<file path="src/rtl/bcd_disp_pkg.sv">
// Shared constants and types for the 3-digit BCD display scanner.
package bcd_disp_pkg;

    localparam int unsigned NUM_DIGITS = 3;

    typedef logic [1:0] digit_idx_t;

    localparam digit_idx_t LAST_IDX = digit_idx_t'(NUM_DIGITS - 1);

    // Active-low segment patterns, bit order {g,f,e,d,c,b,a}
    localparam logic [6:0] SEG_0     = 7'b1000000;
    localparam logic [6:0] SEG_1     = 7'b1111001;
    localparam logic [6:0] SEG_2     = 7'b0100100;
    localparam logic [6:0] SEG_3     = 7'b0110000;
    localparam logic [6:0] SEG_4     = 7'b0011001;
    localparam logic [6:0] SEG_5     = 7'b0010010;
    localparam logic [6:0] SEG_6     = 7'b0000010;
    localparam logic [6:0] SEG_7     = 7'b1111000;
    localparam logic [6:0] SEG_8     = 7'b0000000;
    localparam logic [6:0] SEG_9     = 7'b0010000;
    localparam logic [6:0] SEG_DASH  = 7'b0111111;
    localparam logic [6:0] SEG_BLANK = 7'b1111111;

    // Active-low one-cold digit enable for a given scan index
    function automatic logic [NUM_DIGITS-1:0] digit_enable(input digit_idx_t idx);
        logic [NUM_DIGITS-1:0] one;
        one = {{(NUM_DIGITS-1){1'b0}}, 1'b1};
        return ~(one << idx);
    endfunction

endpackage

</file>
<file path="src/rtl/bcd_to_seg.sv">
// Combinational BCD nibble to active-low 7-segment decoder with blank override.
module bcd_to_seg
    import bcd_disp_pkg::*;
(
    input  logic [3:0] nibble,
    input  logic       blank,
    output logic [6:0] seg
);

    always_comb begin
        seg = SEG_DASH;
        if (blank) begin
            seg = SEG_BLANK;
        end else begin
            case (nibble)
                4'd0:    seg = SEG_0;
                4'd1:    seg = SEG_1;
                4'd2:    seg = SEG_2;
                4'd3:    seg = SEG_3;
                4'd4:    seg = SEG_4;
                4'd5:    seg = SEG_5;
                4'd6:    seg = SEG_6;
                4'd7:    seg = SEG_7;
                4'd8:    seg = SEG_8;
                4'd9:    seg = SEG_9;
                default: seg = SEG_DASH;
            endcase
        end
    end

endmodule

</file>
<file path="src/rtl/bcd_display_scanner.sv">
// Multiplexed 3-digit common-anode 7-segment driver; new BCD values take effect
// only at frame boundaries so a single scan frame never mixes two values.
module bcd_display_scanner
    import bcd_disp_pkg::*;
#(
    parameter int unsigned DIV = 1000
) (
    input  logic        clk,
    input  logic        rst,
    input  logic [11:0] bcd,
    input  logic        bcd_valid,
    input  logic        blank_en,
    output logic [6:0]  seg,
    output logic [2:0]  an,
    output logic        frame_tick
);

    localparam int unsigned CNT_W = $clog2(DIV);
    localparam logic [CNT_W-1:0] CNT_LAST = CNT_W'(DIV - 1);

    logic [CNT_W-1:0] presc_q, presc_d;
    digit_idx_t       idx_q, idx_d;
    logic [11:0]      shadow_q, active_q;
    logic             pending_q;
    logic [6:0]       seg_q, seg_d;
    logic [2:0]       an_q, an_d;
    logic             tick_q;

    logic             last_cnt;
    logic             boundary;
    logic [3:0]       nibble;
    logic             blank;
    logic             hund_zero;
    logic             tens_zero;

    assign last_cnt = (presc_q == CNT_LAST);
    assign boundary = last_cnt && (idx_q == LAST_IDX);

    always_comb begin
        presc_d = presc_q + CNT_W'(1);
        idx_d   = idx_q;
        if (last_cnt) begin
            presc_d = '0;
            idx_d   = (idx_q == LAST_IDX) ? digit_idx_t'(0) : idx_q + digit_idx_t'(1);
        end
    end

    // Leading-zero blanking only ever looks at decimal zeros; A-F never blanks.
    assign hund_zero = (active_q[11:8] == 4'd0);
    assign tens_zero = (active_q[7:4] == 4'd0);

    always_comb begin
        nibble = active_q[3:0];
        blank  = 1'b0;
        case (idx_q)
            2'd1: begin
                nibble = active_q[7:4];
                blank  = blank_en && hund_zero && tens_zero;
            end
            2'd2: begin
                nibble = active_q[11:8];
                blank  = blank_en && hund_zero;
            end
            default: begin
                nibble = active_q[3:0];
                blank  = 1'b0;
            end
        endcase
        an_d = digit_enable(idx_q);
    end

    bcd_to_seg u_bcd_to_seg (
        .nibble (nibble),
        .blank  (blank),
        .seg    (seg_d)
    );

    always_ff @(posedge clk) begin
        if (rst) begin
            presc_q   <= '0;
            idx_q     <= '0;
            shadow_q  <= '0;
            active_q  <= '0;
            pending_q <= 1'b0;
            seg_q     <= SEG_BLANK;
            an_q      <= 3'b111;
            tick_q    <= 1'b0;
        end else begin
            presc_q <= presc_d;
            idx_q   <= idx_d;
            tick_q  <= boundary;
            seg_q   <= seg_d;
            an_q    <= an_d;
            if (bcd_valid) begin
                shadow_q <= bcd;
            end
            // A strobe landing on the boundary bypasses the shadow register.
            if (boundary) begin
                pending_q <= 1'b0;
                if (bcd_valid) begin
                    active_q <= bcd;
                end else if (pending_q) begin
                    active_q <= shadow_q;
                end
            end else if (bcd_valid) begin
                pending_q <= 1'b1;
            end
        end
    end

    assign seg        = seg_q;
    assign an         = an_q;
    assign frame_tick = tick_q;

endmodule
</file>
<file path="config.mk">
export PLATFORM = sky130hd
export DESIGN_NAME = bcd_display_scanner
export DESIGN_NICKNAME = d
export VERILOG_FILES = /design/src/rtl/bcd_disp_pkg.sv /design/src/rtl/bcd_to_seg.sv /design/src/rtl/bcd_display_scanner.sv
export SDC_FILE = /design/constraint.sdc
export NUM_CORES = 1
export LEC_CHECK = 0
export BUFFER_PORTS_ARGS = -buffer_cell sky130_fd_sc_hd__buf_2
export CAP_MARGIN = 10
export CORE_MARGIN = 1.5
export CORE_UTILIZATION = 39
export DETAILED_ROUTE_END_ITERATION = 10
export GPL_ROUTABILITY_DRIVEN = 0
export GPL_TIMING_DRIVEN = 1
export HOLD_SLACK_MARGIN = 0.06
export PLACE_DENSITY_LB_ADDON = 0.05
export SLEW_MARGIN = 40
export SYNTH_ARGS = -nofsm -noshare
export SYNTH_HDL_FRONTEND = slang
export SYNTH_SLANG_ARGS = --single-unit
</file>
<file path="constraint.sdc">
create_clock -name clk -period 2.5 [get_ports clk]
set_input_delay 0.25 -clock clk [delete_from_list [all_inputs] [get_ports clk]]
set_output_delay 0.25 -clock clk [all_outputs]
set_load 0.02 [all_outputs]
</file>
* Word-level counts from Yosys, hierarchy flattened
Memories as Yosys holds them, arrays and structs flattened. A register that Yosys moved wholly into a read port is not among the register bits.
Index checks and enable logic that the tools add are counted.
** Word-level totals
- Register bits after elaboration :: 41
- ROM bits :: 112
- Bits of input ports :: 16
- Output and inout port bits :: 11
- Memories kept :: 1
** Memories
- (name not given) :: words 16, bits a word 7, rd ports 1, clocked after memory_dff 1, write ports 0, line bcd_to_seg.sv:15 : case (nibble)
** Operators by class
- Add/sub/neg operators :: 2
- Equality and inequality tests :: 3
- Shift-type cells :: 1
- Mux-type cells :: 5
- Bitwise operators :: 1
- Reductions and logical operators :: 10
** Operators by type and width (number)
- 12-bit two-way mux :: 2
- 10-bit by 1-bit adder with 10-bit output, second input constant :: 1
- 10-bit equality test, second input constant :: 1
- 4-bit zero test :: 2
- 4-bit one-hot mux with 2 select lines :: 1
- 2-bit OR reduction :: 3
- 1-bit logical AND :: 3
- 3-bit inverter :: 1
- 1-bit by 2-bit << shifter with 3-bit output, first input constant :: 1
- 2-bit by 1-bit adder with 2-bit output, second input constant :: 1
- 2-bit by 1-bit equality test with 1-bit output, second input constant :: 1
- 2-bit equality test, second input constant :: 1
- 2-bit two-way mux :: 1
- 1-bit one-hot mux with 2 select lines :: 1
- 2-bit AND reduction :: 1
- 2-bit nonzero test :: 1

* Logic depth before layout (Yosys ltp)
- Depth after elaboration :: 5
- Gate-level depth with buffers :: 9
- Gate-level depth less buffers :: 8

* Modules after synthesis
A second synthesis with hierarchy kept.
** Unflattened totals
- Cells, all modules :: 237
- Area, all modules :: 2165.8 um^2
** By module, submodules not included
- bcd_display_scanner :: times used 1, cells each 202, area an instance 1930.6 um^2, seq. area each 960.9 um^2
- bcd_to_seg :: times used 1, cells each 35, area an instance 235.2 um^2, seq. area each 0.0 um^2

* Worst setup path before layout
No wires, ideal clock.
- Kind :: reg-to-reg
- Start :: reg idx_q[0]
- End :: reg seg_q[3] (netlist: seg[3])
- Setup time :: 131 ps
- Arrival :: 1806 ps
- Required time :: 2369 ps
- Path slack :: 563 ps
- Stages on the path, launching flop included :: 10
- Path buffers :: 1
- Period minus slack after synthesis :: 1937 ps
- Cells stage by stage :: dfxtp_1 inv_1 ha_1 buf_2 nor2_1 a21oi_1 inv_1 ha_1 a21o_1 nand4_1
** On the way
- Cells in the longest elaborated chain, start to end :: 3
** Ends and longest elaborated chain
- start: declaration :: line bcd_display_scanner.sv:22 : digit_idx_t idx_q, idx_d;
- start signal: assignment :: line bcd_display_scanner.sv:90 : idx_q <= idx_d;
- 2-bit equality test / 2-bit by 1-bit equality test with 1-bit output (equally long branches) :: line bcd_display_scanner.sv:55 : case (idx_q)
- 1-bit one-hot mux with 2 select lines :: line bcd_display_scanner.sv:55
- 2-bit OR reduction (no line)
- end: declaration :: line bcd_display_scanner.sv:25 : logic [6:0] seg_q, seg_d;
Several ways; a longest one is shown, not always the timed one.
A chain may end at the register's enable or synchronous reset.

* Worst setup path after layout
Same ends and word-level chain as after synthesis.

==> out/metrics.csv <==
metric;value;unit
critPathCaptureType;register;
holdWs;0.225;ns
crit_fanout;11;
routed_via_density;4.86;
tightestPinTransition;0.586;ns
fp.coreArea;5040;um2
grt_pass1_vias;1395;
fin_ws;0.281;ns
synth_cells;208;
grt_max_degree;25;
clock-sinks;48;
relSlewSlack;60.6;%
tritoncts;done;
fin_nets;258;
async_flop_share;0;%
synth_enable_flop_cells;0;
arrival;2.38;ns
tns;0;ns
max-cap-violations;0;
n_fill_cell;491;
cts_root_buffer;clkbuf_8;
rsz0062_at_grt;false;
hold_class;in -> reg;
setup_viol;0;
synth_top_family_by_area;simple AND/OR/NAND/NOR gates;
synth_area_per_cell;9.71;um2
io_buffers;26;
drtPass1Iterations;4;
synth_area_leaders;dfxtp_1 48%, nor2_1 8.2%, mux2i_1 6.9%, ha_1 5.6%, a211oi_2 5.0%;
fin_skew;0.00815;ns
hold_viol;0;
cts_resized;0;
cp-start-kind;register;
cts_made_buffers;5;
post_cts_buffers;0;
cpPeakStageDelay;0.46;ns
cp_top_family;adder cells;
ir_drop;0.000340;V
synthTopCellsByCount;48 x dfxtp_1, 44 x nor2_1, 14 x mux2i_1;
hpwl;2760;um
ys_seq_elements;48;
design.die.area;5620;um2
die_x;75.0;um
synth_top_area_share;47.6;%
drive_gt1_share;20.9;%
vias;1476;
max_freq;0.451;GHz
leakagePower;0.000904;uW
synth_ff_type;dfxtp_1;
crit_start;idx_q[0];
clk_latency;0.29;ns
yosysMostFrequentCell;dfxtp_1;
final.min_clock_period;2.22;ns
clk_pin_slew_worst_paths;0.09;ns
die_h;75.0;um
htreeDepth;2;
ios;27;
track_usage;15.2;%
wl;3770;um
cts_hold_buf;0;
ant_nets;0;
grt-ovfl-total;0;
synth-simple-area-share;18.0;%
critical-path-slowest-cell;ha_1;
critPathBufInv;2;
grt_pass1_wl;6440;um
wl_per_cell;12.4;um
drtIter0Drc;136;
min_from;bcd[0];
synth.cell_area;2020;um2
critical_path_class;reg -> reg;
rows;26;
crit_chain;inv_1 -> ha_1 -> nor2_1 -> a21oi_1 -> inv_1 -> ha_1 -> a21o_1 -> nand4_1;
powerDensity;616;nW/um2
muxShareOfSynthArea;6.94;%
syn_to_final_growth;14.5;%
ys.warnings.count;0;
yosys.cell_types.count;34;
diodes;0;
antenna_found_initial;0;
synth_top_area_cell;dfxtp_1;
ctsLongestPathBuffers;2;
status;finished clean;
timing.rr.start;idx_q[0];
synth_compound_area_share;14.6;%
drc_errors;0;
pre_cts_ws;0.314;ns
maxSlewViolCount;0;
initial_core_util;40.0;%
synth_fp_nets;233;
ys_seq_area_share;47.6;%
synth_fa_ha_area_share;5.58;%
fin_crit_sh;88.7;%
crit_required;2.67;ns
synthXorXnorAreaFrac;3.47;%
## registers in the layout (all words and copies together), names as in the netlist
signal	count
shadow_q	12
pending_q	1
active_q	12
frame_tick	1
presc_q	10
seg	7
idx_q	2
an	3
## per-stage QoR
stage / std cells / power (uW) / cell area [um2] / utilization (%)
after floorplan: 208 / 870 / 2020 / -
after global placement: 296 / 896 / 2200 / 43.6
after detailed placement: 296 / 900 / 2200 / 43.6
after CTS: 304 / 1440 / 2310 / 45.9
after global routing: 304 / 1480 / 2310 / 45.9
final: 304 / 1420 / 2310 / 45.9
## worst paths after layout
path,endpoint,slack (ns),cells after the start
setup / recovery,seg[3],0.28,8
hold / removal,shadow_q[0],0.23,3
setup reg to reg,seg[3],0.28,8
hold reg to reg,presc_q[0],0.46,1
## cell type report
class | instances | area, um2 | share of cell area (%)
Sequential cell | 48 | 961 | 41.6
Timing Repair Buffer | 29 | 153 | 6.60
Multi-Input combinational cell | 144 | 981 | 42.4
Tap cell | 70 | 87.6 | 3.79
Inverter | 5 | 18.8 | 0.812
Clock inverter | 3 | 42.5 | 1.84
Clock buffer | 5 | 68.8 | 2.98
## kinds of logic after synthesis
kind of cell             Yosys count
AO/OA/AOI/OAI                     37
flip-flops                        48
adder cells (fa/ha/maj)            9
XOR/XNOR                           8
buffers and inverters             16
multiplexers                      14
AND/OR/NAND/NOR                   76
## cells in the final DEF, fill, tap and decap left out, types with 2 or more instances in the layout
master,count
nand2b_1,3
clkbuf_8,5
nand2_1,7
buf_2,26
nor2_1,44
mux2i_1,14
inv_1,5
nand4_1,4
dfxtp_1,48
nand3_1,4
xnor2_1,5
nor3_1,5
a21o_1,4
xor2_1,3
ha_1,9
a22oi_1,4
a211oi_1,7
a21oi_1,5
a211oi_2,8
buf_4,3
o21ai_0,5
nor4_1,2
## worst min-delay path: cells and delay by family
kind / cells / cell delay, ns
buffers and inverters: 1 / 0.07
muxes: 1 / 0.08
and+or+nand+nor: 1 / 0.08
## power breakdown
part	switching [uW]	internal [uW]	total (uW)
clock network	249	296	545
logic	50.2	34.8	85.1
registers	7.82	787	794
## per-layer routing
metal	GRT usage [%]	share of wire, %	vias up
li1	-	-	773
met2	24.9	45	26
met4	5.05	0.77	0
met5	0	0	-
met3	3.61	4.3	2
met1	19.8	50	675
(Power assumes the default switching activity.)
